[src/rtl/hub75_scan.sv]
// hub75_scan: HUB75 LED panel scan controller.
// Reads a double-buffered framebuffer, one column per two clocks. Each bit
// plane is shifted, latched and then shown with binary-weighted on-time.
// Optional build macro HUB75_DEADTIME_EN: inserts a DEAD state that keeps the
// panel blanked for DEADTIME cycles between LATCH and DISPLAY.
module hub75_scan #(
    parameter int N_ROWS_MAX       = 64,
    parameter int N_COLS_MAX       = 256,
    parameter int BITDEPTH_MAX     = 8,
    parameter int CTRL_REG_WIDTH   = 32,
    parameter int MEM_R_ADDR_WIDTH = $clog2(N_ROWS_MAX * N_COLS_MAX) - 1,
    parameter int DEADTIME         = 4
) (
    input  logic                              clk,
    input  logic                              rst_n,
    input  logic                              ctrl_en,
    input  logic [CTRL_REG_WIDTH-1:0]         ctrl_n_rows,
    input  logic [CTRL_REG_WIDTH-1:0]         ctrl_n_cols,
    input  logic [CTRL_REG_WIDTH-1:0]         ctrl_bitdepth,
    input  logic [CTRL_REG_WIDTH-1:0]         ctrl_base_ticks,
    input  logic                              swap_req,
    output logic                              swap_ack,
    output logic                              r_en,
    output logic [MEM_R_ADDR_WIDTH-1:0]       r_addr,
    output logic [$clog2(BITDEPTH_MAX)-1:0]   r_bit,
    output logic                              r_buffer,
    input  logic [5:0]                        r_dout,
    output logic [5:0]                        hub_rgb,
    output logic                              hub_clk,
    output logic                              hub_lat,
    output logic                              hub_oe_n,
    output logic [$clog2(N_ROWS_MAX)-2:0]     hub_addr
);

    localparam int ROW_W   = $clog2(N_ROWS_MAX) - 1;          // row-pair index
    localparam int PLANE_W = $clog2(BITDEPTH_MAX);
    localparam int COL_W   = $clog2(N_COLS_MAX + 1);          // holds N_COLS_MAX itself
    localparam int STEP_W  = COL_W + 1;                       // SHIFT cycle index 0..2n+1
    localparam int TICK_W  = CTRL_REG_WIDTH + BITDEPTH_MAX - 1;
    localparam int AW      = MEM_R_ADDR_WIDTH;

    typedef enum logic [2:0] {IDLE, SHIFT, BLANK, LATCH, DEAD, DISPLAY} state_t;

    state_t                state_reg, state_next;
    logic [STEP_W-1:0]     step_reg, step_next;
    logic [PLANE_W-1:0]    plane_reg, plane_next;
    logic [ROW_W-1:0]      row_reg, row_next;
    logic [AW-1:0]         row_base_reg, row_base_next;
    logic [TICK_W-1:0]     tick_reg, tick_next;
    logic                  buffer_reg, buffer_next;

    // Shadowed geometry, stable for a whole frame
    logic [ROW_W-1:0]      last_row_reg, last_row_next;
    logic [COL_W-1:0]      n_cols_reg, n_cols_next;
    logic [PLANE_W-1:0]    last_plane_reg, last_plane_next;
    logic [CTRL_REG_WIDTH-1:0] base_reg, base_next;

    // Registered panel / memory outputs, decoded from the next state
    logic                  r_en_next, hub_clk_next, hub_lat_next, hub_oe_n_next, swap_ack_next;
    logic [AW-1:0]         r_addr_next;
    logic [PLANE_W-1:0]    r_bit_next;
    logic [5:0]            hub_rgb_next;
    logic [ROW_W-1:0]      hub_addr_next;

    logic                  cfg_ok, load_cfg, swap;
    logic [COL_W-1:0]      col_next;
    logic [TICK_W-1:0]     disp_m1;

    assign cfg_ok = (ctrl_n_rows[0] == 1'b0)
                 && (ctrl_n_rows >= CTRL_REG_WIDTH'(2))
                 && (ctrl_n_rows <= CTRL_REG_WIDTH'(N_ROWS_MAX))
                 && (ctrl_n_cols >= CTRL_REG_WIDTH'(1))
                 && (ctrl_n_cols <= CTRL_REG_WIDTH'(N_COLS_MAX))
                 && (ctrl_bitdepth >= CTRL_REG_WIDTH'(1))
                 && (ctrl_bitdepth <= CTRL_REG_WIDTH'(BITDEPTH_MAX))
                 && (ctrl_base_ticks >= CTRL_REG_WIDTH'(1));

    // On-time of the current plane minus one (tick counter counts down to 0)
    assign disp_m1 = (TICK_W'(base_reg) << plane_reg) - TICK_W'(1);

    // Next-state, counter and output decode
    always_comb begin
        state_next    = state_reg;
        step_next     = step_reg;
        plane_next    = plane_reg;
        row_next      = row_reg;
        row_base_next = row_base_reg;
        tick_next     = tick_reg;
        load_cfg      = 1'b0;
        swap          = 1'b0;

        case (state_reg)
            IDLE: begin
                if (ctrl_en && cfg_ok) begin
                    load_cfg      = 1'b1;
                    state_next    = SHIFT;
                    step_next     = '0;
                    plane_next    = '0;
                    row_next      = '0;
                    row_base_next = '0;
                end
            end
            SHIFT: begin
                if (step_reg == {n_cols_reg, 1'b1}) begin
                    state_next = BLANK;
                    step_next  = '0;
                end else begin
                    step_next = step_reg + STEP_W'(1);
                end
            end
            BLANK: state_next = LATCH;
            LATCH: begin
`ifdef HUB75_DEADTIME_EN
                state_next = DEAD;
                tick_next  = TICK_W'(DEADTIME - 1);
`else
                state_next = DISPLAY;
                tick_next  = disp_m1;
`endif
            end
            DEAD: begin
                if (tick_reg == '0) begin
                    state_next = DISPLAY;
                    tick_next  = disp_m1;
                end else begin
                    tick_next = tick_reg - TICK_W'(1);
                end
            end
            DISPLAY: begin
                if (tick_reg != '0) begin
                    tick_next = tick_reg - TICK_W'(1);
                end else begin
                    state_next = SHIFT;
                    step_next  = '0;
                    if (plane_reg != last_plane_reg) begin
                        plane_next = plane_reg + PLANE_W'(1);
                    end else begin
                        plane_next = '0;
                        if (row_reg != last_row_reg) begin
                            row_next      = row_reg + ROW_W'(1);
                            row_base_next = row_base_reg + AW'(n_cols_reg);
                        end else begin
                            // Frame end: wrap, flip buffers on request, re-shadow controls
                            row_next      = '0;
                            row_base_next = '0;
                            swap          = swap_req;
                            if (cfg_ok) load_cfg = 1'b1;
                            else        state_next = IDLE;
                        end
                    end
                end
            end
            default: state_next = IDLE;
        endcase

        if (!ctrl_en) begin
            state_next = IDLE;
            load_cfg   = 1'b0;
            swap       = 1'b0;
        end

        last_row_next   = load_cfg ? ROW_W'(ctrl_n_rows >> 1) - ROW_W'(1) : last_row_reg;
        n_cols_next     = load_cfg ? COL_W'(ctrl_n_cols) : n_cols_reg;
        last_plane_next = load_cfg ? PLANE_W'(ctrl_bitdepth) - PLANE_W'(1) : last_plane_reg;
        base_next       = load_cfg ? ctrl_base_ticks : base_reg;
        buffer_next     = buffer_reg ^ swap;
        swap_ack_next   = swap;

        // Even SHIFT steps issue a read; odd steps from 3 on hold hub_clk high,
        // one cycle after the matching pixel was placed on hub_rgb.
        col_next      = step_next[STEP_W-1:1];
        r_en_next     = (state_next == SHIFT) && !step_next[0]
                     && ((step_next == '0) || (col_next < n_cols_reg));
        r_addr_next   = r_en_next ? row_base_next + AW'(col_next) : r_addr;
        r_bit_next    = plane_next;
        hub_clk_next  = (state_next == SHIFT) && step_next[0] && (step_next >= STEP_W'(3));
        hub_lat_next  = (state_next == LATCH);
        hub_addr_next = (state_next == LATCH) ? row_reg : hub_addr;
        hub_oe_n_next = (state_next != DISPLAY);
        hub_rgb_next  = ((state_reg == SHIFT) && step_reg[0] && (step_reg < {n_cols_reg, 1'b0}))
                      ? r_dout : hub_rgb;
    end

    // State, counters, shadows and registered outputs
    always_ff @(posedge clk or negedge rst_n) begin
        if (!rst_n) begin
            state_reg      <= IDLE;
            step_reg       <= '0;
            plane_reg      <= '0;
            row_reg        <= '0;
            row_base_reg   <= '0;
            tick_reg       <= '0;
            buffer_reg     <= 1'b0;
            last_row_reg   <= '0;
            n_cols_reg     <= '0;
            last_plane_reg <= '0;
            base_reg       <= '0;
            swap_ack       <= 1'b0;
            r_en           <= 1'b0;
            r_addr         <= '0;
            r_bit          <= '0;
            hub_rgb        <= '0;
            hub_clk        <= 1'b0;
            hub_lat        <= 1'b0;
            hub_oe_n       <= 1'b1;
            hub_addr       <= '0;
        end else begin
            state_reg      <= state_next;
            step_reg       <= step_next;
            plane_reg      <= plane_next;
            row_reg        <= row_next;
            row_base_reg   <= row_base_next;
            tick_reg       <= tick_next;
            buffer_reg     <= buffer_next;
            last_row_reg   <= last_row_next;
            n_cols_reg     <= n_cols_next;
            last_plane_reg <= last_plane_next;
            base_reg       <= base_next;
            swap_ack       <= swap_ack_next;
            r_en           <= r_en_next;
            r_addr         <= r_addr_next;
            r_bit          <= r_bit_next;
            hub_rgb        <= hub_rgb_next;
            hub_clk        <= hub_clk_next;
            hub_lat        <= hub_lat_next;
            hub_oe_n       <= hub_oe_n_next;
            hub_addr       <= hub_addr_next;
        end
    end

    assign r_buffer = buffer_reg;

endmodule

[config.mk]
export PLATFORM = sky130hd
export DESIGN_NAME = hub75_scan
export DESIGN_NICKNAME = d
export VERILOG_FILES = /design/src/rtl/hub75_scan.sv
export SDC_FILE = /design/constraint.sdc
export NUM_CORES = 1
export LEC_CHECK = 0
export ABC_AREA = 1
export CAP_MARGIN = 20
export CELL_PAD_IN_SITES_DETAIL_PLACEMENT = 0
export CELL_PAD_IN_SITES_GLOBAL_PLACEMENT = 1
export CORE_ASPECT_RATIO = 2
export CORE_UTILIZATION = 35
export CTS_CLUSTER_SIZE = 8
export DETAILED_ROUTE_END_ITERATION = 12
export HOLD_SLACK_MARGIN = 0.15
export PLACE_DENSITY_LB_ADDON = 0.1
export RECOVER_POWER = 25
export SYNTH_ARGS = -nofsm -noshare
export SYNTH_HDL_FRONTEND = slang
export SYNTH_SLANG_ARGS = --single-unit
[constraint.sdc]
create_clock -name clk -period 4.75 [get_ports clk]
set_input_delay 1.425 -clock clk [delete_from_list [all_inputs] [get_ports clk]]
set_output_delay 1.425 -clock clk [all_outputs]
set_load 0.05 [all_outputs]
==> flow_metrics.tcl <==
set metrics [dict create \
    status "finished with violations" \
    failed_checks "capacitance limit, slew limit" \
    slowest_delay_ns 0.48 \
    drc 0 \
    yosysSeqAreaShare_pct 31.7 \
    synthesis.nets 1954 \
    gp_congestion 0.891 \
    worstSkewPairLatency_ns 0.46 \
    max_freq_ghz 0.221 \
    async_reset_ff_share_pct 100 \
    grtUsageTotal_pct 24.0 \
    yosys.area.top_type_share_pct 31.5 \
    finalCritPeriodShare_pct 95.3 \
    antenna_found_initial 5 \
    fin_hold_ws_ns 0.480 \
    yosysTopAreaCell "dfrtp_1" \
    drtPass1Iterations 5 \
    ys.warnings.count 0 \
    max_cap_violations 1 \
    min_path_type "reg2reg" \
    leakagePower_nw 8.20 \
    path_buf_inv 12 \
    critPathMostFrequentCell "buf_4" \
    critPathCaptureType "flop" \
    cts_buffer_depth 2 \
    slew_headroom_pct -52.6 \
    synth_cells 1768 \
    grt.overflow.total 0 \
    dieHeight_um 264 \
    cts_sinks 152 \
    wl_per_cell_um 16.3 \
    dpl_cell_area_um2 14800 \
    synth_cell_types 60 \
    synth-edff-count 0 \
    cts_tree "built" \
    layout-drive-gt1-share_pct 17.2 \
    crit_fanout 7 \
    synth.avg_cell_area_um2 6.79 \
    fin_cells 2490 \
    start_util_pct 35.7 \
    area_growth_pct 33.6 \
    clk_pin_slew_ns 0.07 \
    hold_viol 0 \
    drv_slew 38 \
    synth_seq_cells 152 \
    power_mw 4.03 \
    ant_nets 0 \
    netlist_area_um2 12000 \
    root_buffer "clkbuf_16" \
    dp.cells 2435 \
    cp_top_family "simple AND/OR/NAND/NOR gates" \
    numPortBuffers 170 \
    worstPathRequired_ns 5.15 \
    cts-htree-levels 4 \
    critPathKind "in2reg" \
    cts_buffers 17 \
    place_hpwl_um 32600 \
    crit_path_top_delay_cell "clkdlybuf4s50_1" \
    die_w_um 133 \
    die_area_um2 35100 \
    num_vias 12300 \
    power.density_nw_per_um2 251 \
    nets 2224 \
    grt_pass1_wl_um 64500 \
    postCtsHoldBufs 0 \
    grt_max_degree 83 \
    via_per_inst 4.92 \
    cp.arrival_ns 4.93 \
    period_minus_slack_ns 4.53 \
    largest_register_ffs 39 \
    final_area_um2 16000 \
    initialDrtViolationCount 455 \
    synth_area_leaders "dfrtp_1 (31%), nand2_1 (13%), nor2_1 (7.4%)" \
    synth_ff_type "dfrtp_1" \
    core_um2 33600 \
    fin_worst_skew_ns 0.0128 \
    grt_pass1_vias 12800 \
    worst_pin_slew_ns 2.29 \
    rows 95 \
    critPathLaunchType "primary input" \
    vdd_drop_max_mv 0.275 \
    pin_count 171 \
    wl_um 40600 \
    setup_viol 0 \
]
[where the power goes]
part	switching, mW	leakage [nW]	total (mW)	internal (mW)
clock network	0.653	0.304	1.49	0.840
registers	0.0927	1.95	1.47	1.38
logic	0.632	5.94	1.06	0.430
[cell families after synthesis]
logic type	after synthesis	synth area share (%)
AOI/OAI and AO/OA	306	14.9
buffers and inverters	288	9.82
and+or+nand+nor	905	33.1
xor gates and xnor gates	59	4.31
DFF	152	31.7
adders and majority gates	48	5.13
muxes	10	1.02
[per-layer routing]
metal  vias to the layer above  wire [um]  GRT usage [%]
met5                         -         14              0
met2                       210      24300           50.6
met1                      5691      13300           20.6
met3                        78       1130           3.40
li1                       6275          -              -
met4                         2       1860           13.1
[placed cells by master (no fill, tap or decap), types with 7 or more instances in the layout]
| master | instances |
|---|---|
| a21oi_1 | 62 |
| a21oi_2 | 20 |
| a22oi_1 | 10 |
| a31oi_1 | 17 |
| buf_4 | 125 |
| clkbuf_16 | 17 |
| clkdlybuf4s50_1 | 130 |
| dfrtp_1 | 151 |
| dlymetal6s2s_1 | 35 |
| ha_1 | 42 |
| inv_1 | 197 |
| inv_2 | 37 |
| nand2_1 | 421 |
| nand2_2 | 20 |
| nand3_1 | 106 |
| nand3_2 | 8 |
| nand4_1 | 24 |
| nor2_1 | 211 |
| nor2_2 | 32 |
| nor2_4 | 15 |
| nor3_1 | 24 |
| o21ai_0 | 47 |
| o21ai_1 | 99 |
| o21ai_2 | 16 |
| or2_1 | 7 |
| xnor2_1 | 18 |
| xor2_1 | 39 |
[timing repair]
action	in CTS	in global routing
buffers inserted	13	6
endpoints found under the setup margin	14	57
cloned	1	0
pin swaps	19	77
gates resized for setup	35	92
[worst reg2reg max path, delay by kind of cell (launching register included)]
family | cells | cell delay [ns]
flip-flops | 1 | 0.40
AO/OA/AOI/OAI | 3 | 0.50
AND/OR/NAND/NOR | 16 | 1.99
buffers and inverters | 6 | 0.69
adder cells (fa/ha/maj) | 2 | 0.45
XOR/XNOR | 1 | 0.12
[metrics by stage]
stage               utilization [%]  worst slack, ns  setup TNS (ns)
CTS                            46.6         -0.00351        -0.00351
global route                   47.6          -0.0466          -0.196
detailed placement             44.1           -0.899           -9.97
floorplan                         -          0.00567               0
finish                         47.6            0.222               0
global placement               44.1           -0.815           -9.01
[area by class of cell]
type / count / area, um^2
diodes: 3 / 7.51
clock buffers: 17 / 425
clock inverters: 15 / 190
fillers: 3476 / 17600
inverters: 236 / 888
multi-input cells: 1328 / 7320
flip-flops and latches: 152 / 3800
well taps: 436 / 546
repair buffers: 303 / 2840
[Yosys cell counts, drive strengths merged, types with 4 or more instances]
master  instances
xnor2          19
nor3           29
a21oi          83
buf            34
nand3         115
ha             46
nor3b           6
nand2         446
a22oi          10
a32o            5
or2            10
nor2          258
clkbuf         18
o22ai           5
mux2            9
o21ai         163
nor4            6
nand4          25
a31oi          18
xor2           40
and2            4
inv           235
dfrtp         151
[worst paths after layout]
kind	startpoint	endpoint	slack [ns]	cells past startpoint
worst min-delay path	r_addr[4]	r_addr[4]	0.48	2
worst min register to register	r_addr[4]	r_addr[4]	0.48	2
min in group asynchronous	rst_n	tick_reg[3]	1.62	1
max in group asynchronous	rst_n	row_base_reg[8]	0.79	2
worst max-delay path	ctrl_bitdepth[3]	r_addr[9]	0.22	28
worst max register to register	tick_reg[0]	r_addr[11]	0.50	28
(Power assumes the default switching activity.)
